==> src/rtl/spi_master_rx_gen_pkg.sv <==
// Shared definitions for the SPI master receive shifter: FSM state encoding,
// lane-mode encoding, reset bit target and the lane-count helper.
package spi_rx_pkg;

    typedef enum logic [1:0] {
        IDLE           = 2'd0,
        RECEIVE        = 2'd1,
        WAIT_FIFO      = 2'd2,
        WAIT_FIFO_DONE = 2'd3
    } rx_state_t;

    localparam logic [1:0] LANE_SINGLE = 2'b00;
    localparam logic [1:0] LANE_DUAL   = 2'b01;
    localparam logic [1:0] LANE_QUAD   = 2'b10;

    localparam int RX_RST_TRGT = 8;

    // log2 of the lane count; the reserved encoding behaves as single lane
    function automatic logic [1:0] lane_shift(input logic [1:0] mode);
        case (mode)
            LANE_DUAL: lane_shift = 2'd1;
            LANE_QUAD: lane_shift = 2'd2;
            default:   lane_shift = 2'd0;
        endcase
    endfunction

endpackage

==> src/rtl/spi_master_rx_gen_if.sv <==
// Word handshake between the receive shifter and the RX FIFO.
interface spi_master_rx_gen_if #(
    parameter int DATA_W = 32
);
    logic [DATA_W-1:0]        data;
    logic [$clog2(DATA_W):0]  data_bits;
    logic                     data_valid;
    logic                     data_ready;

    modport master (output data, data_bits, data_valid, input data_ready);
    modport slave  (input data, data_bits, data_valid, output data_ready);
endinterface

==> src/rtl/spi_master_rx_gen_shreg.sv <==
// Lane-select, direction-aware shift register. The word output is the value
// the register would hold after the current shift, right-justified when the
// word is a partial LSB-first one.
module spi_rx_shreg
    import spi_rx_pkg::*;
#(
    parameter int DATA_W = 32
) (
    input  logic                      clk,
    input  logic                      rstn,
    input  logic                      clr,
    input  logic                      shift,
    input  logic [1:0]                mode,
    input  logic                      lsb_first,
    input  logic [$clog2(DATA_W):0]   word_bits,
    input  logic [3:0]                sdi,
    output logic [DATA_W-1:0]         word
);
    localparam int BW = $clog2(DATA_W) + 1;
    localparam logic [BW-1:0] FULL = BW'(DATA_W);

    logic [DATA_W-1:0] shreg;
    logic [DATA_W-1:0] shreg_nxt;

    // next shift value and justified word for the current beat
    always_comb begin
        shreg_nxt = shreg;
        case (mode)
            LANE_DUAL: shreg_nxt = lsb_first ? {sdi[1:0], shreg[DATA_W-1:2]}
                                             : {shreg[DATA_W-3:0], sdi[1:0]};
            LANE_QUAD: shreg_nxt = lsb_first ? {sdi[3:0], shreg[DATA_W-1:4]}
                                             : {shreg[DATA_W-5:0], sdi[3:0]};
            default:   shreg_nxt = lsb_first ? {sdi[1], shreg[DATA_W-1:1]}
                                             : {shreg[DATA_W-2:0], sdi[1]};
        endcase
        word = shreg_nxt;
        if (lsb_first && (word_bits < FULL))
            word = shreg_nxt >> (FULL - word_bits);
    end

    // shift register; cleared at transfer start and after every word so a
    // partial MSB-first tail has zero upper bits
    always_ff @(posedge clk or negedge rstn) begin
        if (!rstn)
            shreg <= '0;
        else if (clr)
            shreg <= '0;
        else if (shift)
            shreg <= shreg_nxt;
    end

endmodule

==> src/rtl/spi_master_rx_gen.sv <==
// SPI master receive shifter: collects 1/2/4-lane SDI beats into words,
// hands them to the RX FIFO and stalls the SPI clock while a word waits.
// Optional build macro SPI_RX_STALL_CNT_EN adds the stall_cnt output.
module spi_master_rx_gen
    import spi_rx_pkg::*;
#(
    parameter int DATA_W = 32,
    parameter int CNT_W  = 16
) (
    input  logic               clk,
    input  logic               rstn,
    input  logic               en,
    input  logic               rx_edge,
    input  logic [3:0]         sdi,
    input  logic [1:0]         lane_mode,
    input  logic               lsb_first,
    input  logic [CNT_W-1:0]   counter_in,
    input  logic               counter_in_upd,
    output logic               rx_done,
    output logic               clk_en_o,
`ifdef SPI_RX_STALL_CNT_EN
    output logic [15:0]        stall_cnt,
`endif
    spi_master_rx_gen_if.master rx
);
    localparam int BW = $clog2(DATA_W) + 1;
    localparam logic [BW-1:0] FULL = BW'(DATA_W);

    rx_state_t         state, state_nxt;
    logic [CNT_W-1:0]  trgt, tgt_beats, beat_cnt, beat_inc, eff_trgt, start_beats;
    logic [BW-1:0]     word_cnt, word_cnt_inc, word_bits;
    logic [1:0]        mode_q;
    logic              lsb_q;
    logic              edge_rx, last_beat, word_full, complete, accept;
    logic              start, zero_start, done_set;
    logic [DATA_W-1:0] word, data_q;
    logic [BW-1:0]     data_bits_q;
    logic              data_valid_q;

    assign rx.data       = data_q;
    assign rx.data_bits  = data_bits_q;
    assign rx.data_valid = data_valid_q;

    assign eff_trgt     = counter_in_upd ? counter_in : trgt;
    assign start_beats  = eff_trgt >> lane_shift(lane_mode);
    assign edge_rx      = (state == RECEIVE) && rx_edge;
    assign beat_inc     = beat_cnt + 1'b1;
    assign word_cnt_inc = word_cnt + 1'b1;
    assign word_bits    = word_cnt_inc << lane_shift(mode_q);
    assign last_beat    = (beat_inc == tgt_beats);
    assign word_full    = (word_cnt_inc == (FULL >> lane_shift(mode_q)));
    assign complete     = edge_rx && (word_full || last_beat);
    assign accept       = data_valid_q && rx.data_ready;

    spi_rx_shreg #(.DATA_W(DATA_W)) u_shreg (
        .clk       (clk),
        .rstn      (rstn),
        .clr       (start || complete),
        .shift     (edge_rx),
        .mode      (mode_q),
        .lsb_first (lsb_q),
        .word_bits (word_bits),
        .sdi       (sdi),
        .word      (word)
    );

    // FSM state register
    always_ff @(posedge clk or negedge rstn) begin
        if (!rstn) state <= IDLE;
        else       state <= state_nxt;
    end

    // next-state decode, SPI clock enable and transfer start/done strobes
    always_comb begin
        state_nxt  = state;
        clk_en_o   = 1'b0;
        start      = 1'b0;
        zero_start = 1'b0;
        done_set   = 1'b0;
        case (state)
            IDLE: begin
                if (en) begin
                    if (start_beats != '0) begin
                        start     = 1'b1;
                        state_nxt = RECEIVE;
                    end else begin
                        zero_start = 1'b1;
                    end
                end
            end
            RECEIVE: begin
                clk_en_o = 1'b1;
                if (complete) state_nxt = last_beat ? WAIT_FIFO_DONE : WAIT_FIFO;
            end
            WAIT_FIFO: begin
                if (accept) state_nxt = RECEIVE;
            end
            WAIT_FIFO_DONE: begin
                if (accept) begin
                    state_nxt = IDLE;
                    done_set  = 1'b1;
                end
            end
            default: state_nxt = IDLE;
        endcase
    end

    // target, beat counters, transfer configuration and output word
    always_ff @(posedge clk or negedge rstn) begin
        if (!rstn) begin
            trgt         <= CNT_W'(RX_RST_TRGT);
            tgt_beats    <= '0;
            beat_cnt     <= '0;
            word_cnt     <= '0;
            mode_q       <= LANE_SINGLE;
            lsb_q        <= 1'b0;
            data_q       <= '0;
            data_bits_q  <= '0;
            data_valid_q <= 1'b0;
            rx_done      <= 1'b0;
        end else begin
            rx_done <= zero_start || done_set;
            if ((state == IDLE) && counter_in_upd)
                trgt <= counter_in;
            if (start) begin
                tgt_beats <= start_beats;
                beat_cnt  <= '0;
                word_cnt  <= '0;
                mode_q    <= lane_mode;
                lsb_q     <= lsb_first;
            end else if (edge_rx) begin
                beat_cnt <= beat_inc;
                word_cnt <= complete ? '0 : word_cnt_inc;
            end
            if (complete) begin
                data_q       <= word;
                data_bits_q  <= word_bits;
                data_valid_q <= 1'b1;
            end else if (accept) begin
                data_valid_q <= 1'b0;
            end
        end
    end

`ifdef SPI_RX_STALL_CNT_EN
    // saturating count of cycles a finished word waits on the FIFO
    always_ff @(posedge clk or negedge rstn) begin
        if (!rstn)
            stall_cnt <= '0;
        else if (start)
            stall_cnt <= '0;
        else if (((state == WAIT_FIFO) || (state == WAIT_FIFO_DONE)) &&
                 !rx.data_ready && (stall_cnt != 16'hFFFF))
            stall_cnt <= stall_cnt + 1'b1;
    end
`endif

endmodule

==> src/flat_wrapper.sv <==
// flat-port wrapper written by rule: the top's interface ports become plain ports
module spi_master_rx_gen_flat import spi_rx_pkg::*;
#(
    parameter int DATA_W = 32,
    parameter int CNT_W  = 16
)
  (clk, rstn, en, rx_edge, sdi, lane_mode, lsb_first, counter_in, counter_in_upd, rx_done, clk_en_o, rx_data, rx_data_bits, rx_data_valid, rx_data_ready);
  spi_master_rx_gen_if #(.DATA_W(DATA_W)) rx_i ();
  input  logic clk;
  input  logic rstn;
  input  logic en;
  input  logic rx_edge;
  input  logic [3:0] sdi;
  input  logic [1:0] lane_mode;
  input  logic lsb_first;
  input  logic [CNT_W-1:0] counter_in;
  input  logic counter_in_upd;
  output logic rx_done;
  output logic clk_en_o;
  output wire logic [$bits(rx_i.data)-1:0] rx_data;
  output wire logic [$bits(rx_i.data_bits)-1:0] rx_data_bits;
  output wire logic [$bits(rx_i.data_valid)-1:0] rx_data_valid;
  input wire logic [$bits(rx_i.data_ready)-1:0] rx_data_ready;
  assign rx_data = rx_i.data;
  assign rx_data_bits = rx_i.data_bits;
  assign rx_data_valid = rx_i.data_valid;
  assign rx_i.data_ready = rx_data_ready;
  spi_master_rx_gen #(.DATA_W(DATA_W), .CNT_W(CNT_W)) u_core (.clk(clk), .rstn(rstn), .en(en), .rx_edge(rx_edge), .sdi(sdi), .lane_mode(lane_mode), .lsb_first(lsb_first), .counter_in(counter_in), .counter_in_upd(counter_in_upd), .rx_done(rx_done), .clk_en_o(clk_en_o), .rx(rx_i));
endmodule
==> config.mk <==
export PLATFORM = sky130hd
export DESIGN_NAME = spi_master_rx_gen_flat
export DESIGN_NICKNAME = d
export VERILOG_FILES = /design/src/rtl/spi_master_rx_gen_pkg.sv /design/src/rtl/spi_master_rx_gen_if.sv /design/src/rtl/spi_master_rx_gen_shreg.sv /design/src/rtl/spi_master_rx_gen.sv /design/src/flat_wrapper.sv
export SDC_FILE = /design/constraint.sdc
export NUM_CORES = 1
export LEC_CHECK = 0
export CORE_UTILIZATION = 50
export DETAILED_ROUTE_END_ITERATION = 8
export PLACE_DENSITY_LB_ADDON = 0.15
export SETUP_SLACK_MARGIN = 0.05
export SYNTH_ARGS = -nofsm -noshare
export SYNTH_HDL_FRONTEND = slang
export SYNTH_SLANG_ARGS = --single-unit
==> constraint.sdc <==
create_clock -name clk -period 7.2 [get_ports clk]
set_input_delay 1.44 -clock clk [delete_from_list [all_inputs] [get_ports clk]]
set_output_delay 1.44 -clock clk [all_outputs]
set_load 0.02 [all_outputs]
After elaboration in Yosys (flattened, before gate mapping)
Cells that the tools add are included.
{ "classes": {"div": 0, "n_reduce_logical": 14, "shifts": 4, "n_bitwise": 0, "n_mul": 0, "order_cmp": 1, "addsub": 3, "n_mux": 33, "n_eq_ne": 14} }
{ "op_table": {"columns": ["operator", "count"], "rows": [
  ["$mux 32", 6],
  ["$pmux 32 s2", 1],
  ["$mux 16", 3],
  ["$shr 32x6->32", 1],
  ["$mux 6", 3],
  ["$add 16x1->16 const B", 1],
  ["$eq 16x16->1", 1],
  ["$reduce_bool 16->1", 1],
  ["$shr 16x2->16", 1],
  ["$mux 1", 12],
  ["$mux 2", 5],
  ["$eq 2x2->1 const B", 4],
  ["$ne 2x1->1 const B", 4],
  ["$pmux 2 s2", 2],
  ["$pmux 2 s4", 1],
  ["$add 6x1->6 const B", 1],
  ["$eq 2x1->1 const B", 3],
  ["$eq 6x6->1", 1],
  ["$lt 6x6->1 const B", 1],
  ["$reduce_bool 2->1", 3],
  ["$shl 6x2->6", 1],
  ["$shr 6x2->6 const A", 1],
  ["$sub 6x6->6 const A", 1],
  ["$logic_and 1x1->1", 5],
  ["other kinds (4)", 6]
]} }
{ "totals": {"input_bits": 29, "rom_bits": 0, "reg_bits": 131, "output_inout_bits": 41, "ram_bits": 0, "n_memories": 0, "latch_bits": 0} }

Longest topological paths before layout
{ "logic_depth": {"word_depth": 9, "ltp_mapped": 17} }

Hierarchy
Synthesis repeated with hierarchy kept, for this count alone.
{ "unflattened": {"cells_unflattened": 1226, "hier_area_um2": 11526.1} }
{ "by_module_without_submodules": {"columns": ["mod", "n_inst", "cells_per_inst", "seq_area_each_um2", "area_per_inst_um2"], "rows": [
  ["spi_master_rx_gen", 1, 544, 2478.6, 5911.9],
  ["spi_rx_shreg", 1, 682, 800.8, 5614.1]
]} }

Worst setup path after synthesis
OpenSTA, ideal clock, no wires.
{ "synth_timing": {"kind": "input to register", "startpoint": "in counter_in_upd", "endpoint": "reg u_core.tgt_beats[0]", "slack_ps": 3472, "path_buffers": 3, "stages": 11, "setup_time_ps": 125, "required_time_ps": 7075, "arrival_ps": 3603, "cell_sequence": "buf_2 buf_4 mux2i_1 nand2_1 a311oi_1 a31oi_1 nor4_1 nand2_1 nand3_2 buf_4 mux2_2"} }
{ "synth_via": {"elab_chain_len": 6} }
{ "synth_rtl": {"columns": ["element", "line_no", "text"], "rows": [
  ["start: declaration", "flat_wrapper.sv:17", "input logic counter_in_upd;"],
  ["$mux 16 *", "spi_master_rx_gen.sv:44", "assign eff_trgt = counter_in_upd ? counter_in : trgt;"],
  ["$shr 16x2->16 *", "spi_master_rx_gen.sv:45", "assign start_beats = eff_trgt >> lane_shift(lane_mode);"],
  ["$reduce_bool 16->1", "spi_master_rx_gen.sv:83", "if (start_beats != '0) begin"],
  ["$mux 1", "spi_master_rx_gen.sv:83", null],
  ["$mux 1", "spi_master_rx_gen.sv:82", "if (en) begin"],
  ["$mux 1", "spi_master_rx_gen.sv:80", "case (state)"],
  ["end signal: assignment", "spi_master_rx_gen.sv:126", "tgt_beats <= start_beats;"],
  ["end: declaration", "spi_master_rx_gen.sv:30", "logic [CNT_W-1:0] trgt, tgt_beats, beat_cnt, beat_inc, eff_trgt, start_beats;"]
]} }
Every way passes the cells marked *; elsewhere a longest branch is shown, timed or not.
A chain may end at the register's enable or synchronous reset.

Final worst setup path
{ "layout_timing": {"startpoint": "in counter_in_upd", "endpoint": "reg u_core.lsb_q"} }
{ "layout_via": {"elab_chain_len": 6} }
{ "layout_rtl": {"columns": ["element", "line_no", "text"], "rows": [
  ["$mux 16", "spi_master_rx_gen.sv:44", null],
  ["$shr 16x2->16", "spi_master_rx_gen.sv:45", null],
  ["$reduce_bool 16->1", "spi_master_rx_gen.sv:83", null],
  ["$mux 1", "spi_master_rx_gen.sv:83", null],
  ["$mux 1", "spi_master_rx_gen.sv:82", null],
  ["$mux 1", "spi_master_rx_gen.sv:80", null],
  ["end signal: assignment", "spi_master_rx_gen.sv:130", "lsb_q <= lsb_first;"],
  ["end: declaration", "spi_master_rx_gen.sv:33", "logic lsb_q;"]
]} }
No other way between the ends.

==> reports/metrics.cfg <==
[placed_design]
dp_cells = 1482
portBuffers = 69
gp_congestion = 0.932
hpwl_um = 22400

[run]
drv_cap = 0

[clocking]
cts_hold_buf = 0
cts_max_path_buffers = 2
cts_sinks = 131
cts_setup_buffers = 0
cts_resized = 0
cts_tree = done
htreeDepth = 4
clk_latency_ns = 0.44
clk_pin_slew_ns = 0.06
cts_root_buf = clkbuf_16
cts_made_buffers = 17

[critical_path]
required_ns = 7.51
startpoint = counter_in_upd
crit_path_end_kind = flip-flop
reg2reg_slack_ns = 2.58
critPathLaunchType = primary input
critPathSlowestCell = clkdlybuf4s50_1
crit_arrival_ns = 5.84
worstSetupPathType = primary input to flip-flop
crit_chain = clkdlybuf4s50_1 -> nor2b_1 -> a211oi_1 -> nor2_1 -> a311oi_1 -> a31oi_1 -> nor4_1 -> nand2_1 -> nand3_2 -> buf_12 -> mux2_2
crit_path_max_incr_delay_ns = 1.26
reg2reg_from = u_core.mode_q[0]
worstReg2RegEnd = u_core.rx.data[9]
cp_max_fo = 42
setup.worst_path.end = u_core.lsb_q
r2r_cells = 15

[sta]
worst_pin_slew_ns = 1.19
finalCriticalPeriod_ns = 5.53
max_freq_mhz = 181
final.period_utilization_pct = 76.8
slew_headroom_pct = 20.6
finalSetupViolations = 0
rsz0062_at_grt = no
hold_viol = 0
hold_slack_ns = 0.483
finClkSkew_ns = 0.0175
tns_ns = 0
slew_viol_final = 0

[layout]
nNetsFinal = 1261
instances_no_fill = 1514
layout_commonest_cell = dfrtp_1
area_delta_synth_final_pct = 10.9
diodes = 0
most-common-layout-cells = dfrtp_1, nand2_1, nor2_1
drive_above_1_share_pct = 13.1

[min_path]
worstHoldPathType = flip-flop to flip-flop

[synthesis]
synthDominantCellAreaShare_pct = 30.1
ys.flop_type = dfrtp_1
syn_area_per_cell_um2 = 8.74
synth.distinct_cells = 82
synthArstFlopShare_pct = 100
synthCells = 1235
syn-num-nets = 1270
post-synth-top-area-cell = dfrtp_1
ys_seq_area_share_pct = 30.4
yosysWarnings = 0
ys_ff_latch = 131
synth.area.top_cells = dfrtp_1, mux2i_1, mux2_2
synth_edf_count = 0
netlist_area_um2 = 10800

[global_route]
grt_overflow = 0
grt_pass1_wl_um = 51600
grt_usage_pct = 30.0
grt_pass1_vias = 9464
antenna_found_initial = 0
grt_max_degree = 70

[die]
fp-row-count = 53
die_w_um = 149
start_util_pct = 51.2
core_area_um2 = 21100
io_pins = 70
die_y_um = 149
design.die.area_um2 = 22200

[routing]
drtPass1Iterations = 9
routed_wl_um = 32600
drc = 1
avgViaCountPerCell = 6.59
routedWlPerCell_um = 21.5
drt-initial-drc-count = 922
dr_total_vias = 9979
ant_nets = 0

[status]
status = complete, but fails checks
failed_checks = design-rule violations

-- layout make-up --
class | count | area [um^2]
well taps | 275 | 344
flip-flops and latches | 131 | 3280
clock inverters | 11 | 81.3
multi-input cells | 962 | 6870
repair buffers | 88 | 847
clock buffers | 21 | 450
inverters | 26 | 97.6
fillers | 1907 | 9110
-- synth_stat cells (6+ instances only) --
master,instances
a211oi_1,19
a21boi_0,14
a21oi_1,74
a221oi_1,24
a31oi_1,34
a32o_1,33
a32oi_1,6
and2_1,15
and3_1,14
buf_1,7
buf_2,40
buf_4,7
buf_6,7
clkbuf_1,55
dfrtp_1,130
ha_1,6
inv_1,20
mux2_2,68
mux2i_1,92
mux4_2,10
nand2_1,105
nand2b_1,19
nand3_1,38
nand4_1,10
nor2_1,105
nor2b_1,6
nor3_1,17
o211ai_1,13
o21a_1,14
o21ai_0,59
o22a_1,12
o22ai_1,15
o31ai_1,6
xnor2_1,23
xor2_1,18
-- logic make-up after synthesis --
kind of cell | Yosys count | synth area share (%)
muxes | 171 | 17.8
buffers and inverters | 142 | 6.13
DFF | 131 | 30.4
AOI/OAI and AO/OA | 378 | 24.8
xor gates and xnor gates | 44 | 3.99
adders and majority gates | 6 | 0.695
and+or+nand+nor | 363 | 16.2
-- worst max-delay path, delay by kind of cell --
| kind | cells | cell delay (ns) |
|---|---|---|
| and+or+nand+nor | 5 | 1.66 |
| buffers and inverters | 2 | 1.56 |
| AOI/OAI and AO/OA | 3 | 0.79 |
| muxes | 1 | 0.36 |
-- layer usage --
| metal | vias up | wire length, um | track usage, % | part of all wire (%) |
|---|---|---|---|---|
| li1 | 4609 | - | - | - |
| met1 | 4894 | 13100 | 37.2 | 40 |
| met2 | 387 | 16100 | 50.3 | 49 |
| met3 | 89 | 1790 | 4.04 | 5.5 |
| met4 | 0 | 1650 | 16.1 | 5.1 |
| met5 | - | 0 | 0 | 0 |
-- per-stage QoR --
stage	util [%]	setup WS, ns	instance area, um^2
6_report	56.8	1.67	12000
5_1_grt	56.8	1.45	12000
4_1_cts	56.8	1.72	12000
3_5_place_dp	54.3	1.31	11400
3_3_place_gp	54.3	1.46	11400
2_1_floorplan	-	3.47	10800
-- registers in the layout (all words and copies together) (netlist names) --
register	count
u_core.rx.data	32
u_core.tgt_beats	16
u_core.rx_done	1
u_core.state	2
u_core.word_cnt	6
u_core.u_shreg.shreg	32
u_core.mode_q	2
u_core.rx.data_bits	6
u_core.lsb_q	1
u_core.trgt	16
u_core.rx.data_valid	1
u_core.beat_cnt	16
-- worst min-delay path by stage --
| stage | from | to | slack (ns) | depth (start not counted) |
|---|---|---|---|---|
| detailed placement | u_core.rx.data[23] | u_core.rx.data[23] | 0.48 | 2 |
| floorplan | u_core.trgt[15] | u_core.trgt[15] | 0.48 | 1 |
| global route | u_core.rx.data[6] | u_core.rx.data[6] | 0.51 | 1 |
| finish | u_core.rx.data[23] | u_core.rx.data[23] | 0.48 | 2 |
| CTS | u_core.rx.data[23] | u_core.rx.data[23] | 0.49 | 2 |
| global placement | u_core.rx.data[23] | u_core.rx.data[23] | 0.45 | 2 |
Power is left out: the tool's default activity adds up to more than one toggle a clock period on the data nets, which glitch-free logic cannot reach.
